<file path="config.mk">
export PLATFORM = sky130hd
export DESIGN_NAME = timestamp_inject_pipe
export DESIGN_NICKNAME = d
export VERILOG_FILES = /design/src/rtl/timestamp_inject_pipe.sv
export SDC_FILE = /design/constraint.sdc
export NUM_CORES = 2
export LEC_CHECK = 0
export CAP_MARGIN = 10
export CELL_PAD_IN_SITES_DETAIL_PLACEMENT = 0
export CELL_PAD_IN_SITES_GLOBAL_PLACEMENT = 2
export CORE_AREA = 3 3 517 519
export CTS_CLUSTER_DIAMETER = 150
export CTS_CLUSTER_SIZE = 28
export DETAILED_ROUTE_END_ITERATION = 12
export DIE_AREA = 0 0 520 522
export PLACE_DENSITY_LB_ADDON = 0.1
export SETUP_SLACK_MARGIN = 0.3
export SYNTH_ARGS = -nofsm -noshare
export SYNTH_HDL_FRONTEND = slang
export SYNTH_SLANG_ARGS = --single-unit
export TNS_END_PERCENT = 20
</file>
<file path="constraint.sdc">
create_clock -name axis_aclk -period 30.4 [get_ports axis_aclk]
set_clock_uncertainty 0.1 [all_clocks]
set_input_delay 6.08 -clock axis_aclk [delete_from_list [all_inputs] [get_ports axis_aclk]]
set_output_delay 6.08 -clock axis_aclk [all_outputs]
set_load 0.01 [all_outputs]
</file>
<file path="src/rtl/timestamp_inject_pipe.sv">
// ---------------------------------------------------------------------------
// timestamp_inject_pipe
//
// One-stage registered AXI-stream timestamp injector. On the first beat of a
// packet whose EtherType (bytes 16..17, network order) matches SYNC_ETHERTYPE,
// the lowest-index payload slot whose low 32 bits hold EMPTY_MARKER (and whose
// bytes are all kept) is overwritten with {i_nb_sync, i_curr_tick}. Every
// other beat and bit passes through unchanged, one cycle later.
//
// Ports
//   axis_aclk, axil_areset      clock, asynchronous active-high reset
//   s_axis_*                    input stream (tvalid/tdata/tkeep/tlast/tuser, tready out)
//   m_axis_*                    output stream (tready in)
//   i_enable                    injection enable, sampled on first-beat acceptance
//   i_nb_sync, i_curr_tick      values written into the winning slot
//   o_sync_detected             pulse, sync first beat accepted the cycle before
//   o_slots_full                pulse, that sync first beat had no free slot
//   o_inject_count              successful injections (wraps)
//   o_full_count                sync frames without a free slot (saturates)
//
// Build option
//   TIMESTAMP_INJECT_STATS_EN   when defined, the two statistics counters are
//                               built; otherwise they read as zero.
// ---------------------------------------------------------------------------
// state    | meaning
// ST_SOF   | next accepted beat is the first beat of a packet
// ST_BODY  | inside a multi-beat packet; beats pass unmodified
// ---------------------------------------------------------------------------
module timestamp_inject_pipe #(
    parameter int          DATA_WIDTH           = 512,
    parameter int          TUSER_WIDTH          = 16,
    parameter int          PAYLOAD_OFFSET_BYTES = 18,
    parameter int          SLOT_BITS            = 96,
    parameter logic [15:0] SYNC_ETHERTYPE       = 16'h88B5,
    parameter logic [31:0] EMPTY_MARKER         = 32'hDEADBEEF
) (
    input  logic                     axis_aclk,
    input  logic                     axil_areset,

    input  logic                     s_axis_tvalid,
    input  logic [DATA_WIDTH-1:0]    s_axis_tdata,
    input  logic [DATA_WIDTH/8-1:0]  s_axis_tkeep,
    input  logic                     s_axis_tlast,
    input  logic [TUSER_WIDTH-1:0]   s_axis_tuser,
    output logic                     s_axis_tready,

    output logic                     m_axis_tvalid,
    output logic [DATA_WIDTH-1:0]    m_axis_tdata,
    output logic [DATA_WIDTH/8-1:0]  m_axis_tkeep,
    output logic                     m_axis_tlast,
    output logic [TUSER_WIDTH-1:0]   m_axis_tuser,
    input  logic                     m_axis_tready,

    input  logic                     i_enable,
    input  logic [31:0]              i_nb_sync,
    input  logic [63:0]              i_curr_tick,

    output logic                     o_sync_detected,
    output logic                     o_slots_full,
    output logic [31:0]              o_inject_count,
    output logic [15:0]              o_full_count
);

    localparam int KEEP_WIDTH = DATA_WIDTH / 8;
    localparam int OFF_BITS   = PAYLOAD_OFFSET_BYTES * 8;
    localparam int SLOT_BYTES = SLOT_BITS / 8;
    localparam int NUM_SLOTS  = (DATA_WIDTH - OFF_BITS) / SLOT_BITS;
    localparam int ET_LSB     = 16 * 8;

    typedef enum logic [0:0] {
        ST_SOF  = 1'b0,
        ST_BODY = 1'b1
    } state_t;

    state_t                  state_q, state_d;

    logic                    m_tvalid_q, m_tvalid_d;
    logic [DATA_WIDTH-1:0]   m_tdata_q,  m_tdata_d;
    logic [KEEP_WIDTH-1:0]   m_tkeep_q,  m_tkeep_d;
    logic                    m_tlast_q,  m_tlast_d;
    logic [TUSER_WIDTH-1:0]  m_tuser_q,  m_tuser_d;
    logic                    sync_pulse_q, sync_pulse_d;
    logic                    full_pulse_q, full_pulse_d;

    logic                    accept;
    logic                    first_beat;
    logic                    is_sync;
    logic [NUM_SLOTS-1:0]    slot_free;
    logic                    slot_hit;
    logic [DATA_WIDTH-1:0]   tdata_inj;

    // The output register can take a new beat when it is empty or draining.
    assign s_axis_tready = !m_tvalid_q || m_axis_tready;
    assign accept        = s_axis_tvalid && s_axis_tready;
    assign first_beat    = (state_q == ST_SOF);

    // Byte 16 carries the EtherType MSB; both bytes must be present.
    assign is_sync = i_enable
                  && (s_axis_tdata[ET_LSB +: 8]     == SYNC_ETHERTYPE[15:8])
                  && (s_axis_tdata[ET_LSB + 8 +: 8] == SYNC_ETHERTYPE[7:0])
                  && (s_axis_tkeep[17:16] == 2'b11);

    // A slot is only usable if its marker reads empty and every byte of it
    // is kept; a truncated slot would lose part of the timestamp.
    always_comb begin
        slot_free = '0;
        for (int k = 0; k < NUM_SLOTS; k++) begin
            slot_free[k] = (s_axis_tdata[OFF_BITS + k*SLOT_BITS +: 32] == EMPTY_MARKER)
                        && (&s_axis_tkeep[PAYLOAD_OFFSET_BYTES + k*SLOT_BYTES +: SLOT_BYTES]);
        end
    end

    // Lowest-index free slot wins; later free slots are left untouched.
    always_comb begin
        tdata_inj = s_axis_tdata;
        slot_hit  = 1'b0;
        for (int k = 0; k < NUM_SLOTS; k++) begin
            if (slot_free[k] && !slot_hit) begin
                tdata_inj[OFF_BITS + k*SLOT_BITS +: SLOT_BITS] = SLOT_BITS'({i_nb_sync, i_curr_tick});
                slot_hit = 1'b1;
            end
        end
    end

    always_comb begin
        state_d      = state_q;
        m_tvalid_d   = m_tvalid_q;
        m_tdata_d    = m_tdata_q;
        m_tkeep_d    = m_tkeep_q;
        m_tlast_d    = m_tlast_q;
        m_tuser_d    = m_tuser_q;
        sync_pulse_d = 1'b0;
        full_pulse_d = 1'b0;

        if (accept) begin
            m_tvalid_d   = 1'b1;
            m_tdata_d    = (first_beat && is_sync && slot_hit) ? tdata_inj : s_axis_tdata;
            m_tkeep_d    = s_axis_tkeep;
            m_tlast_d    = s_axis_tlast;
            m_tuser_d    = s_axis_tuser;
            sync_pulse_d = first_beat && is_sync;
            full_pulse_d = first_beat && is_sync && !slot_hit;

            case (state_q)
                ST_SOF:  if (!s_axis_tlast) state_d = ST_BODY;
                ST_BODY: if (s_axis_tlast)  state_d = ST_SOF;
                default: state_d = ST_SOF;
            endcase
        end else if (m_axis_tready) begin
            m_tvalid_d = 1'b0;
        end
    end

    always_ff @(posedge axis_aclk or posedge axil_areset) begin
        if (axil_areset) begin
            state_q      <= ST_SOF;
            m_tvalid_q   <= 1'b0;
            m_tdata_q    <= '0;
            m_tkeep_q    <= '0;
            m_tlast_q    <= 1'b0;
            m_tuser_q    <= '0;
            sync_pulse_q <= 1'b0;
            full_pulse_q <= 1'b0;
        end else begin
            state_q      <= state_d;
            m_tvalid_q   <= m_tvalid_d;
            m_tdata_q    <= m_tdata_d;
            m_tkeep_q    <= m_tkeep_d;
            m_tlast_q    <= m_tlast_d;
            m_tuser_q    <= m_tuser_d;
            sync_pulse_q <= sync_pulse_d;
            full_pulse_q <= full_pulse_d;
        end
    end

    assign m_axis_tvalid   = m_tvalid_q;
    assign m_axis_tdata    = m_tdata_q;
    assign m_axis_tkeep    = m_tkeep_q;
    assign m_axis_tlast    = m_tlast_q;
    assign m_axis_tuser    = m_tuser_q;
    assign o_sync_detected = sync_pulse_q;
    assign o_slots_full    = full_pulse_q;

`ifdef TIMESTAMP_INJECT_STATS_EN
    logic [31:0] inject_cnt_q;
    logic [15:0] full_cnt_q;

    // Counters move on the same edge as the pulses are registered.
    always_ff @(posedge axis_aclk or posedge axil_areset) begin
        if (axil_areset) begin
            inject_cnt_q <= '0;
            full_cnt_q   <= '0;
        end else begin
            if (sync_pulse_d && !full_pulse_d) begin
                inject_cnt_q <= inject_cnt_q + 32'd1;
            end
            if (full_pulse_d && (full_cnt_q != 16'hFFFF)) begin
                full_cnt_q <= full_cnt_q + 16'd1;
            end
        end
    end

    assign o_inject_count = inject_cnt_q;
    assign o_full_count   = full_cnt_q;
`else
    assign o_inject_count = '0;
    assign o_full_count   = '0;
`endif

endmodule

</file>
# Word-level counts from Yosys, hierarchy flattened
# Cells that the tools add are included.
# totals
reg_bits,597
in_bits,694
wordCells,48
# op_classes
eq_ne,6
n_mux,12
n_bitwise,1
n_reduce_logical,21
# ops
op,n
432-bit two-way mux,1
96-bit two-way mux,3
"32-bit == test, second input constant",3
12-bit AND reduction,3
"8-bit == test, second input constant",2
1-bit logical AND,12
1-bit two-way mux,8
1-bit logical NOT,4
"2-bit == test, second input constant",1
2-bit nonzero test,1
1-bit logical OR,1
1-bit inverter,1

# Logic depth before layout (Yosys ltp)
# depth
depth_word,12
mapped_depth,9

# Worst setup path before layout
# Ideal clock, no wire load.
# synth_path
kind,input -> output
start,input port m_axis_tready
end,output port s_axis_tready
arrival_time_ps,6756
required_time_ps,24220
slack_ps,17464
stages,3
path_buffers,2
path_cell_list,nand2b_1 > clkbuf_1 > clkbuf_1
# synth_via
elab_chain_cells,1
# synth_lines
item,line,rtl
"start, declared",52,"input logic m_axis_tready,"
1-bit logical OR,93,assign s_axis_tready = !m_tvalid_q || m_axis_tready;
"end, declared",45,"output logic s_axis_tready,"
# No other way between the ends.

# Worst setup path in the final report
# Ends and elaborated chain as after synthesis.

==> impl_metrics.prom <==
# TYPE chip_impl_metric gauge
chip_impl_info{name="outcome",value="completed"} 1
chip_impl_metric{name="number_of_failing_setup_endpoints_in_the_final_timing_report",unit=""} 0
chip_impl_info{name="crit_path_start_kind",value="input port"} 1
chip_impl_metric{name="static-leakage-power",unit="nW"} 18.6
chip_impl_metric{name="multiInputGateArea",unit="sq um"} 11400
chip_impl_info{name="clock_tree.root_cell",value="sky130_fd_sc_hd__clkbuf_16"} 1
chip_impl_metric{name="antenna_violating_nets_post_route",unit=""} 0
chip_impl_metric{name="drcViolationCount",unit=""} 0
chip_impl_info{name="worstPathCellList",value="clkdlybuf4s50_1 -> nand2b_4 -> clkdlybuf4s50_1"} 1
chip_impl_metric{name="detail_route.wirelength",unit="microns"} 228000
chip_impl_metric{name="drive_above_1_share",unit="%"} 3.93
chip_impl_metric{name="total_clock_buffers_created_by_cts",unit=""} 36
chip_impl_metric{name="synth_warnings",unit=""} 0
chip_impl_metric{name="whs",unit="ps"} 383
chip_impl_metric{name="irDropWorstVdd",unit="mV"} 0.0335
chip_impl_metric{name="syn-mean-instance-area",unit="sq um"} 8.74
chip_impl_metric{name="coreArea",unit="sq um"} 263000
chip_impl_info{name="most_frequent_standard_cell_in_the_layout_excluding_fill_and_tap_cells",value="sky130_fd_sc_hd__clkdlybuf4s50_1"} 1
chip_impl_info{name="synth_top_area_cell",value="sky130_fd_sc_hd__dfrtp_1"} 1
chip_impl_metric{name="via_count",unit=""} 28600
chip_impl_metric{name="fraction_of_synthesized_cell_area_taken_by_the_top_area_cell_type",unit="%"} 54.2
chip_impl_metric{name="gp_congestion",unit=""} 0.770
chip_impl_metric{name="totalNegativeSetupSlack",unit="ps"} 0
chip_impl_metric{name="critical_path_peak_fanout",unit=""} 5
chip_impl_metric{name="synth.ff_latch_count",unit=""} 597
chip_impl_metric{name="fp-row-count",unit=""} 188
chip_impl_metric{name="start_util",unit="%"} 10.5
chip_impl_metric{name="track_usage",unit="%"} 16.1
chip_impl_metric{name="power.density_cell_area",unit="nW/um^2"} 50.3
chip_impl_metric{name="crit_buf_inv",unit=""} 2
chip_impl_info{name="critPathSlowestCell",value="sky130_fd_sc_hd__clkdlybuf4s50_1"} 1
chip_impl_info{name="cts_tree",value="yes"} 1
chip_impl_metric{name="max_cap_viol_count",unit=""} 0
chip_impl_metric{name="cts_resized",unit=""} 0
chip_impl_info{name="ys_top_cells_by_area",value="sky130_fd_sc_hd__dfrtp_1 54%, sky130_fd_sc_hd__nand2_1 15%, sky130_fd_sc_hd__clkbuf_1 3.5%, sky130_fd_sc_hd__o21ai_0 3.2%, sky130_fd_sc_hd__a41oi_1 3.1%"} 1
chip_impl_metric{name="maxSlewViolCount",unit=""} 0
chip_impl_metric{name="holdBufCountCts",unit=""} 0
chip_impl_metric{name="synth_cell_type_count",unit=""} 35
chip_impl_metric{name="max_stage_delay",unit="ps"} 580
chip_impl_metric{name="fin_nets",unit=""} 4949
chip_impl_metric{name="globalRouteOverflowTotal",unit=""} 0
chip_impl_metric{name="grt_pass1_wl",unit="microns"} 301000
chip_impl_metric{name="slew_headroom",unit="%"} 20.2
chip_impl_metric{name="clock_tree.htree_level_count",unit=""} 2
chip_impl_metric{name="netlist_instances",unit=""} 3154
chip_impl_metric{name="required",unit="ps"} 24220
chip_impl_metric{name="sequential_cell_area_fraction_in_the_yosys_report",unit="%"} 54.2
chip_impl_metric{name="first_global_vias",unit=""} 30100
chip_impl_metric{name="sequential_cell_area",unit="sq um"} 14900
chip_impl_metric{name="fmax",unit="GHz"} 0.0732
chip_impl_metric{name="die_width",unit="microns"} 520
chip_impl_metric{name="port-buffer-count",unit=""} 1290
chip_impl_metric{name="final_min_period_over_clock_period",unit="%"} 44.9
chip_impl_metric{name="cp.arrival",unit="ps"} 7480
chip_impl_metric{name="drt-pass1-iter-count",unit=""} 5
chip_impl_metric{name="syn_area",unit="sq um"} 27600
chip_impl_metric{name="die_h",unit="microns"} 522
chip_impl_metric{name="pin_count",unit=""} 1339
chip_impl_metric{name="routedWlPerCell",unit="microns"} 29.1
chip_impl_metric{name="largest_net_degree_at_the_start_of_global_routing",unit=""} 157
chip_impl_metric{name="synthToLayoutAreaGrowth",unit="%"} 65.0
chip_impl_metric{name="buffer_depth_of_the_longest_clock_path",unit=""} 3
chip_impl_metric{name="route.detailed.vias_per_inst",unit=""} 3.65
chip_impl_metric{name="filler_cell_count",unit=""} 29600
chip_impl_metric{name="first_iter_violations",unit=""} 1556
chip_impl_metric{name="path_clk_slew",unit="ps"} 120
chip_impl_metric{name="dp_hpwl",unit="microns"} 170000
chip_impl_metric{name="antenna_found_initial",unit=""} 136
chip_impl_metric{name="clkSinkCount",unit=""} 597
chip_impl_info{name="rsz0062_at_grt",value="false"} 1
chip_impl_info{name="layout.cells.most_common_list",value="1,289 x sky130_fd_sc_hd__clkdlybuf4s50_1, 1,091 x sky130_fd_sc_hd__nand2_1, 597 x sky130_fd_sc_hd__dfrtp_1, 176 x sky130_fd_sc_hd__o21ai_0, 122 x sky130_fd_sc_hd__nor2_1"} 1
chip_impl_metric{name="worst_slew_pin_slew",unit="ps"} 1190
chip_impl_info{name="setup.worst_path.end_class",value="primary output"} 1
chip_impl_metric{name="worst_skew_pair.late_latency",unit="ps"} 690
chip_impl_info{name="cpMostUsedCell",value="sky130_fd_sc_hd__clkdlybuf4s50_1"} 1
chip_impl_metric{name="cts_post_setup_buffers_inserted",unit=""} 0
chip_impl_metric{name="area_of_the_die",unit="sq um"} 271000
chip_impl_metric{name="finalHoldViolCount",unit=""} 0
chip_impl_metric{name="period_minus_slack",unit="ps"} 13660
chip_impl_info{name="worst_hold_path_type",value="register to register"} 1
chip_impl_info{name="timing_worst_setup_path_type",value="input port to primary output"} 1
chip_impl_info{name="critical_path.top_delay_family",value="buffers and inverters"} 1
stage by stage:
step	util [%]	area, sq um	setup slack [ps]	power, mW	instances
floorplan	-	27700	7510	1.19	3201
global placement	16.8	44200	16700	1.67	7731
detailed placement	16.8	44200	16710	1.66	7732
CTS	17.3	45400	16710	2.36	7794
global route	17.3	45400	16720	2.42	7798
finish	17.3	45500	16740	2.29	7816
path summary, 6_finish.rpt:
check	startpoint	end	slack, ps	depth (start not counted)
max	m_axis_tready	s_axis_tready	16740	3
min reg2reg	m_axis_tdata[135]	m_axis_tdata[135]	380	2
max in group asynchronous	axil_areset	m_axis_tdata[322]	20900	6
min in group asynchronous	axil_areset	m_axis_tdata[504]	5780	2
max reg2reg	m_axis_tvalid	m_axis_tdata[13]	25330	8
min	m_axis_tdata[135]	m_axis_tdata[135]	380	2
cell usage after synthesis (all sizes together):
master	count
a21o	87
a21oi	112
a221o	1
a31oi	97
a41oi	96
and2	90
and3	3
and4	1
and4b	2
buf	75
clkbuf	259
conb	1
dfrtp	597
inv	9
nand2	1092
nand2b	2
nand3	91
nand4	22
nand4b	16
nand4bb	4
nor2	123
nor3	99
nor4	9
nor4bb	1
o21a	1
o21ai	176
o41ai	87
or2	1
worst register-to-register path: cells and delay by family, from the launching register on:
kind,cells,cell delay (ps)
flops,1,460
simple gates,4,1170
buf+inv,4,3260
state kept, by name (all words and copies together), names as in the netlist:
register	count
m_axis_tlast	1
o_sync_detected	1
state_q	1
m_axis_tvalid	1
m_axis_tkeep	64
m_axis_tdata	512
o_slots_full	1
m_axis_tuser	16
power breakdown:
part / leakage [nW] / internal (mW) / total, mW / switching (mW)
sequential: 7.19 / 0.896 / 0.959 / 0.0630
combinational: 10.8 / 0.326 / 0.672 / 0.346
clock: 0.611 / 0.257 / 0.655 / 0.398
total: 18.6 / 1.48 / 2.29 / 0.807
routing by layer:
| layer | global-route usage [%] | part of all wire, % | vias to the layer above |
|---|---|---|---|
| met5 | 0 | 0.23 | - |
| met4 | 2.49 | 1.8 | 80 |
| met3 | 6.64 | 9.5 | 276 |
| met2 | 27.8 | 49 | 1107 |
| met1 | 18.8 | 40 | 14200 |
| li1 | - | - | 12900 |
final cells by class:
cell class              instances  area share, %
repair buffers               1350           29.4
well taps                    3515           9.67
multi-input cells            2261           25.0
diodes                         22          0.121
clock buffers                  41           2.11
inverters                       9         0.0908
flip-flops and latches        597           32.8
clock inverters                21          0.668
cell families (layout without fill, tap and decap cells):
kind of cell	count (synthesis)	in the layout	share of synthesized area [%]
other	1	70	0.0136
AO/OA/AOI/OAI	657	657	16.5
buffers and inverters	343	1421	5.54
flip-flops	597	597	54.2
AND/OR/NAND/NOR	1556	1556	23.7
Power figures use the tool's default switching activity.
